<file path="src/rtl/rep3_pkg.sv">
`default_nettype none
// +----------------------------------------------------------------------+
// | rep3_pkg                                                             |
// | Shared constants and state encoding for the triple-repetition TX.    |
// | Rev 1.0 - initial release                                            |
// +----------------------------------------------------------------------+
package rep3_pkg;

  localparam int REP_FACTOR = 3;
  localparam int PHASE_W    = 2;

  typedef enum logic [0:0] {
    IDLE = 1'b0,
    SEND = 1'b1
  } state_t;

endpackage
`default_nettype wire

</file>
<file path="src/rtl/rep3_phase_ctr.sv">
`default_nettype none
// +----------------------------------------------------------------------+
// | rep3_phase_ctr                                                       |
// | Mod-REP_FACTOR symbol phase counter with enable and sync clear.      |
// | Rev 1.0 - initial release                                            |
// +----------------------------------------------------------------------+
module rep3_phase_ctr
  import rep3_pkg::*;
(
  input  logic               clk,
  input  logic               rst,
  input  logic               en,
  input  logic               clr,
  output logic [PHASE_W-1:0] phase,
  output logic               wrap
);

  localparam logic [PHASE_W-1:0] c_PHASE_MAX = PHASE_W'(REP_FACTOR - 1);

  logic [PHASE_W-1:0] r_phase;

  // Clear wins over enable so a reload on the final symbol starts at phase 0.
  always_ff @(posedge clk) begin
    if (rst || clr) begin
      r_phase <= '0;
    end else if (en) begin
      r_phase <= (r_phase == c_PHASE_MAX) ? '0 : r_phase + PHASE_W'(1);
    end
  end

  assign phase = r_phase;
  assign wrap  = en && (r_phase == c_PHASE_MAX);

endmodule
`default_nettype wire

</file>
<file path="src/rtl/rep3_serial_tx.sv">
`default_nettype none
// +----------------------------------------------------------------------+
// | rep3_serial_tx                                                       |
// | Word-to-serial encoder sending each bit MSB-first as three symbols.  |
// | Optional even-parity stage enabled by macro REP3_PARITY_EN.          |
// | Rev 1.0 - initial release                                            |
// +----------------------------------------------------------------------+
module rep3_serial_tx
  import rep3_pkg::*;
#(
  parameter int DATA_W = 8
) (
  input  logic              clk,
  input  logic              rst,
  input  logic              in_valid,
  output logic              in_ready,
  input  logic [DATA_W-1:0] in_data,
  output logic              tx_valid,
  input  logic              tx_ready,
  output logic              tx_bit,
  output logic              tx_last,
  output logic              busy
);

`ifdef REP3_PARITY_EN
  localparam int c_FRAME_BITS = DATA_W + 1;
`else
  localparam int c_FRAME_BITS = DATA_W;
`endif
  localparam int c_CNT_W = (c_FRAME_BITS > 1) ? $clog2(c_FRAME_BITS) : 1;
  localparam logic [PHASE_W-1:0] c_PHASE_MAX = PHASE_W'(REP_FACTOR - 1);

  state_t                  r_state;
  state_t                  w_state_nxt;
  logic [c_FRAME_BITS-1:0] r_shift;
  logic [c_FRAME_BITS-1:0] w_load_word;
  logic [c_CNT_W-1:0]      r_bit_cnt;
  logic [PHASE_W-1:0]      w_phase;
  logic                    w_wrap;
  logic                    w_xfer;
  logic                    w_accept;
  logic                    w_frame_end;

  // Parity rides as an extra low-order bit so it shifts out after the data.
`ifdef REP3_PARITY_EN
  assign w_load_word = {in_data, ^in_data};
`else
  assign w_load_word = in_data;
`endif

  assign w_xfer      = (r_state == SEND) && tx_ready;
  assign w_accept    = in_valid && in_ready;
  assign w_frame_end = (r_bit_cnt == '0) && (w_phase == c_PHASE_MAX);

  rep3_phase_ctr u_phase_ctr (
    .clk   (clk),
    .rst   (rst),
    .en    (w_xfer),
    .clr   (w_accept),
    .phase (w_phase),
    .wrap  (w_wrap)
  );

  always_ff @(posedge clk) begin
    if (rst) begin
      r_state <= IDLE;
    end else begin
      r_state <= w_state_nxt;
    end
  end

  always_comb begin
    w_state_nxt = r_state;
    case (r_state)
      IDLE: if (w_accept) w_state_nxt = SEND;
      SEND: if (w_xfer && w_frame_end && !w_accept) w_state_nxt = IDLE;
      default: w_state_nxt = IDLE;
    endcase
  end

  always_comb begin
    in_ready = 1'b0;
    tx_valid = 1'b0;
    busy     = 1'b0;
    tx_bit   = 1'b0;
    tx_last  = 1'b0;
    case (r_state)
      IDLE: in_ready = 1'b1;
      SEND: begin
        tx_valid = 1'b1;
        busy     = 1'b1;
        tx_bit   = r_shift[c_FRAME_BITS-1];
        tx_last  = w_frame_end;
        in_ready = w_frame_end && tx_ready;
      end
      default: in_ready = 1'b0;
    endcase
  end

  always_ff @(posedge clk) begin
    if (rst) begin
      r_shift   <= '0;
      r_bit_cnt <= '0;
    end else if (w_accept) begin
      r_shift   <= w_load_word;
      r_bit_cnt <= c_CNT_W'(c_FRAME_BITS - 1);
    end else if (w_wrap) begin
      r_shift <= r_shift << 1;
      if (r_bit_cnt != '0) begin
        r_bit_cnt <= r_bit_cnt - c_CNT_W'(1);
      end
    end
  end

endmodule
`default_nettype wire
</file>
<file path="config.mk">
export PLATFORM = sky130hd
export DESIGN_NAME = rep3_serial_tx
export DESIGN_NICKNAME = d
export VERILOG_FILES = /design/src/rtl/rep3_pkg.sv /design/src/rtl/rep3_phase_ctr.sv /design/src/rtl/rep3_serial_tx.sv
export SDC_FILE = /design/constraint.sdc
export NUM_CORES = 1
export LEC_CHECK = 0
export ABC_AREA = 1
export BUFFER_PORTS_ARGS = -buffer_cell sky130_fd_sc_hd__buf_2
export CAP_MARGIN = 5
export CORE_MARGIN = 2
export CORE_UTILIZATION = 50
export CTS_BUF_LIST = sky130_fd_sc_hd__clkbuf_8
export CTS_CLUSTER_DIAMETER = 120
export CTS_CLUSTER_SIZE = 10
export DETAILED_ROUTE_END_ITERATION = 8
export HOLD_SLACK_MARGIN = 0.06
export PLACE_DENSITY = 0.74
export RECOVER_POWER = 50
export SYNTH_ARGS = -nofsm -noshare
export SYNTH_HDL_FRONTEND = slang
export SYNTH_SLANG_ARGS = --single-unit
</file>
<file path="constraint.sdc">
create_clock -name clk -period 3.72 [get_ports clk]
set_input_delay 0.186 -clock clk [delete_from_list [all_inputs] [get_ports clk]]
set_output_delay 0.186 -clock clk [all_outputs]
set_load 0.1 [all_outputs]
</file>
==> flow_metrics.tcl <==
set metrics [dict create \
    dr.pass1.iters 4 \
    power_density_mw_per_mm2 410 \
    yosys-top-cells-count "27 x nand2_1, 16 x nand3_1, 14 x dfxtp_1, 13 x inv_1, 10 x a21oi_1" \
    ys_async_sr_fraction 0 \
    final_util 0.582 \
    status "completed" \
    ctsHoldBuffers 0 \
    synth_edf_count 0 \
    period_needed_ns 2.08 \
    cts_sinks 14 \
    clock_latency_ns 0.24 \
    avgSynthCellArea_um2 7.22 \
    overflow 0 \
    first_iter_violations 14 \
    clock-skew-final_ns 0.00424 \
    fin_area_um2 866 \
    path_buf_inv 3 \
    syn-cell-area_um2 779 \
    drc_errors 0 \
    syn_nets 122 \
    cp_slowest_cell "nand2_1" \
    fin_cells 139 \
    rows 14 \
    min_path_type "input port to flip-flop" \
    cpPeakStageDelay_ns 0.46 \
    detailed_place.area_um2 852 \
    path_cells "inv_1, ha_1, inv_1, nor2_1, nand3_2, nand2_1, nand2_1, inv_1, nand2_1, a21oi_1" \
    dp_cells 136 \
    syn_inst 108 \
    post_cts_buffers 0 \
    synth_cell_types 23 \
    die_x_um 43.5 \
    tightest_slew_ns 1.16 \
    place.gp.congestion 0.810 \
    drive_above_1_share 0.195 \
    cp_max_fo 19 \
    cts-htree-levels 1 \
    vias_per_cell 5.14 \
    power_leakage_nw 0.419 \
    antenna_found_initial 0 \
    fp.dieArea_mm2 0.00189 \
    synth.most_common_cell "nand2_1" \
    cp_data_arrival_time_ns 2.25 \
    grt_max_degree 20 \
    post-synth-top-area-fraction 0.360 \
    yosys.area.top_type "dfxtp_1" \
    synth-seq-cells 14 \
    dp_hpwl_um 1090 \
    ant_nets 0 \
    grt_pass1_vias 602 \
    diodes 0 \
    cp_top_family "simple AND/OR/NAND/NOR gates" \
    finalSetupTns_ns 0 \
    routedWlPerCell_um 10.8 \
    die_h_um 43.5 \
    numCtsBuffers 3 \
    clock_path_buffers 2 \
    coreArea_mm2 0.00149 \
    vias 714 \
    finalHoldViolations 0 \
    yosys-top-cells-area "dfxtp_1 36%, nand2_1 13%, nand3_1 10%, a21oi_1 6.4%, inv_1 6.3%" \
    final_max_slew_viol_count 0 \
    ys_seq_area_frac 0.360 \
    critPathRequiredTime_ns 3.89 \
    top_level_ports 17 \
    end_kind "flip-flop" \
    drt-total-wl_um 1500 \
    initial_utilization 0.524 \
    nNetsFinal 139 \
    max-vdd-ir-drop_mv 0.255 \
    cts_tree "built" \
    slew_headroom 0.232 \
    grt_pass1_wl_um 2470 \
    cap_violations 0 \
    rsz0062_at_grt "false" \
    place_ws_ns 2.05 \
    clk_pin_slew_ns 0.05 \
    cp-start-kind "flip-flop" \
    yosysWarnings 0 \
    grt_use_total 0.174 \
    synth_flop_cell "dfxtp_1" \
    fin_crit_sh 0.559 \
    ctsResizeCount 0 \
    setup_viol 0 \
    area_delta_synth_final_pct 11.1 \
    numPortBuffers 16 \
    fmax_ghz 0.481 \
    cts_root_buf "clkbuf_8" \
    critPathKind "flip-flop to flip-flop" \
    fin_ws_ns 1.64 \
]
## final timing paths
kind	from	endpoint	slack, ns	cells after the start
setup / recovery	r_bit_cnt[0]	r_shift[0]	1.64	10
hold / removal	in_data[0]	r_shift[0]	0.20	3
setup reg to reg	r_bit_cnt[0]	r_shift[0]	1.64	10
hold reg to reg	r_shift[4]	r_shift[4]	0.49	2
## flip-flops by register name, indices dropped and copies added (netlist names)
signal	flops
r_state	1
u_phase_ctr.phase	2
r_shift	8
r_bit_cnt	3
## where the power goes
part / internal (mW) / switching [mW] / total [mW] / leakage (nW)
logic: 0.0189 / 0.0492 / 0.0681 / 0.281
registers: 0.161 / 0.00656 / 0.167 / 0.116
clock network: 0.0714 / 0.0479 / 0.119 / 0.0216
## placed cells by master (no fill, tap or decap)
cell type / count
nor3_1: 3
a21oi_2: 2
nor2_2: 1
inv_1: 14
o21ai_0: 3
clkbuf_1: 3
dfxtp_1: 14
and3_1: 1
a31oi_2: 1
nand3_2: 1
a21oi_1: 10
inv_2: 2
ha_1: 2
nor2_1: 3
nand4_4: 1
nand2_1: 29
xor2_1: 1
nand3_1: 16
clkbuf_8: 3
buf_2: 13
## worst reg2reg max path: cells and delay by family, from the launching register on
family | cells | cell delay [ns]
buf+inv | 3 | 0.37
fa+ha+maj | 1 | 0.18
simple gates | 5 | 1.05
flops | 1 | 0.29
compound gates | 1 | 0.13
## cells by family after synthesis
group           synth area share
compound gates             0.122
xor+xnor                  0.0112
fa+ha+maj                 0.0321
buf+inv                    0.112
flops                      0.360
simple gates               0.363
## final cells by class
class,count,area (um^2)
Tap cell,16,20.0
Fill cell,149,623
Multi-Input combinational cell,74,388
Clock buffer,3,41.3
Inverter,16,60.1
Sequential cell,14,280
Timing Repair Buffer,16,76.3
## through the flow
step                      total power, mW  hold WS [ns]
after global routing                0.372         0.210
after global placement              0.240         0.445
after detailed placement            0.243         0.450
after floorplan                     0.229         0.252
after CTS                           0.363         0.197
final                               0.355         0.200
## layer usage
layer,global-route usage,up-vias,wire length (um)
li1,-,378,-
met1,0.219,315,744
met2,0.287,19,666
met3,0.0375,2,71
met4,0.0727,0,15
met5,0,-,0
Note: power is estimated with default switching activity, not from simulation.
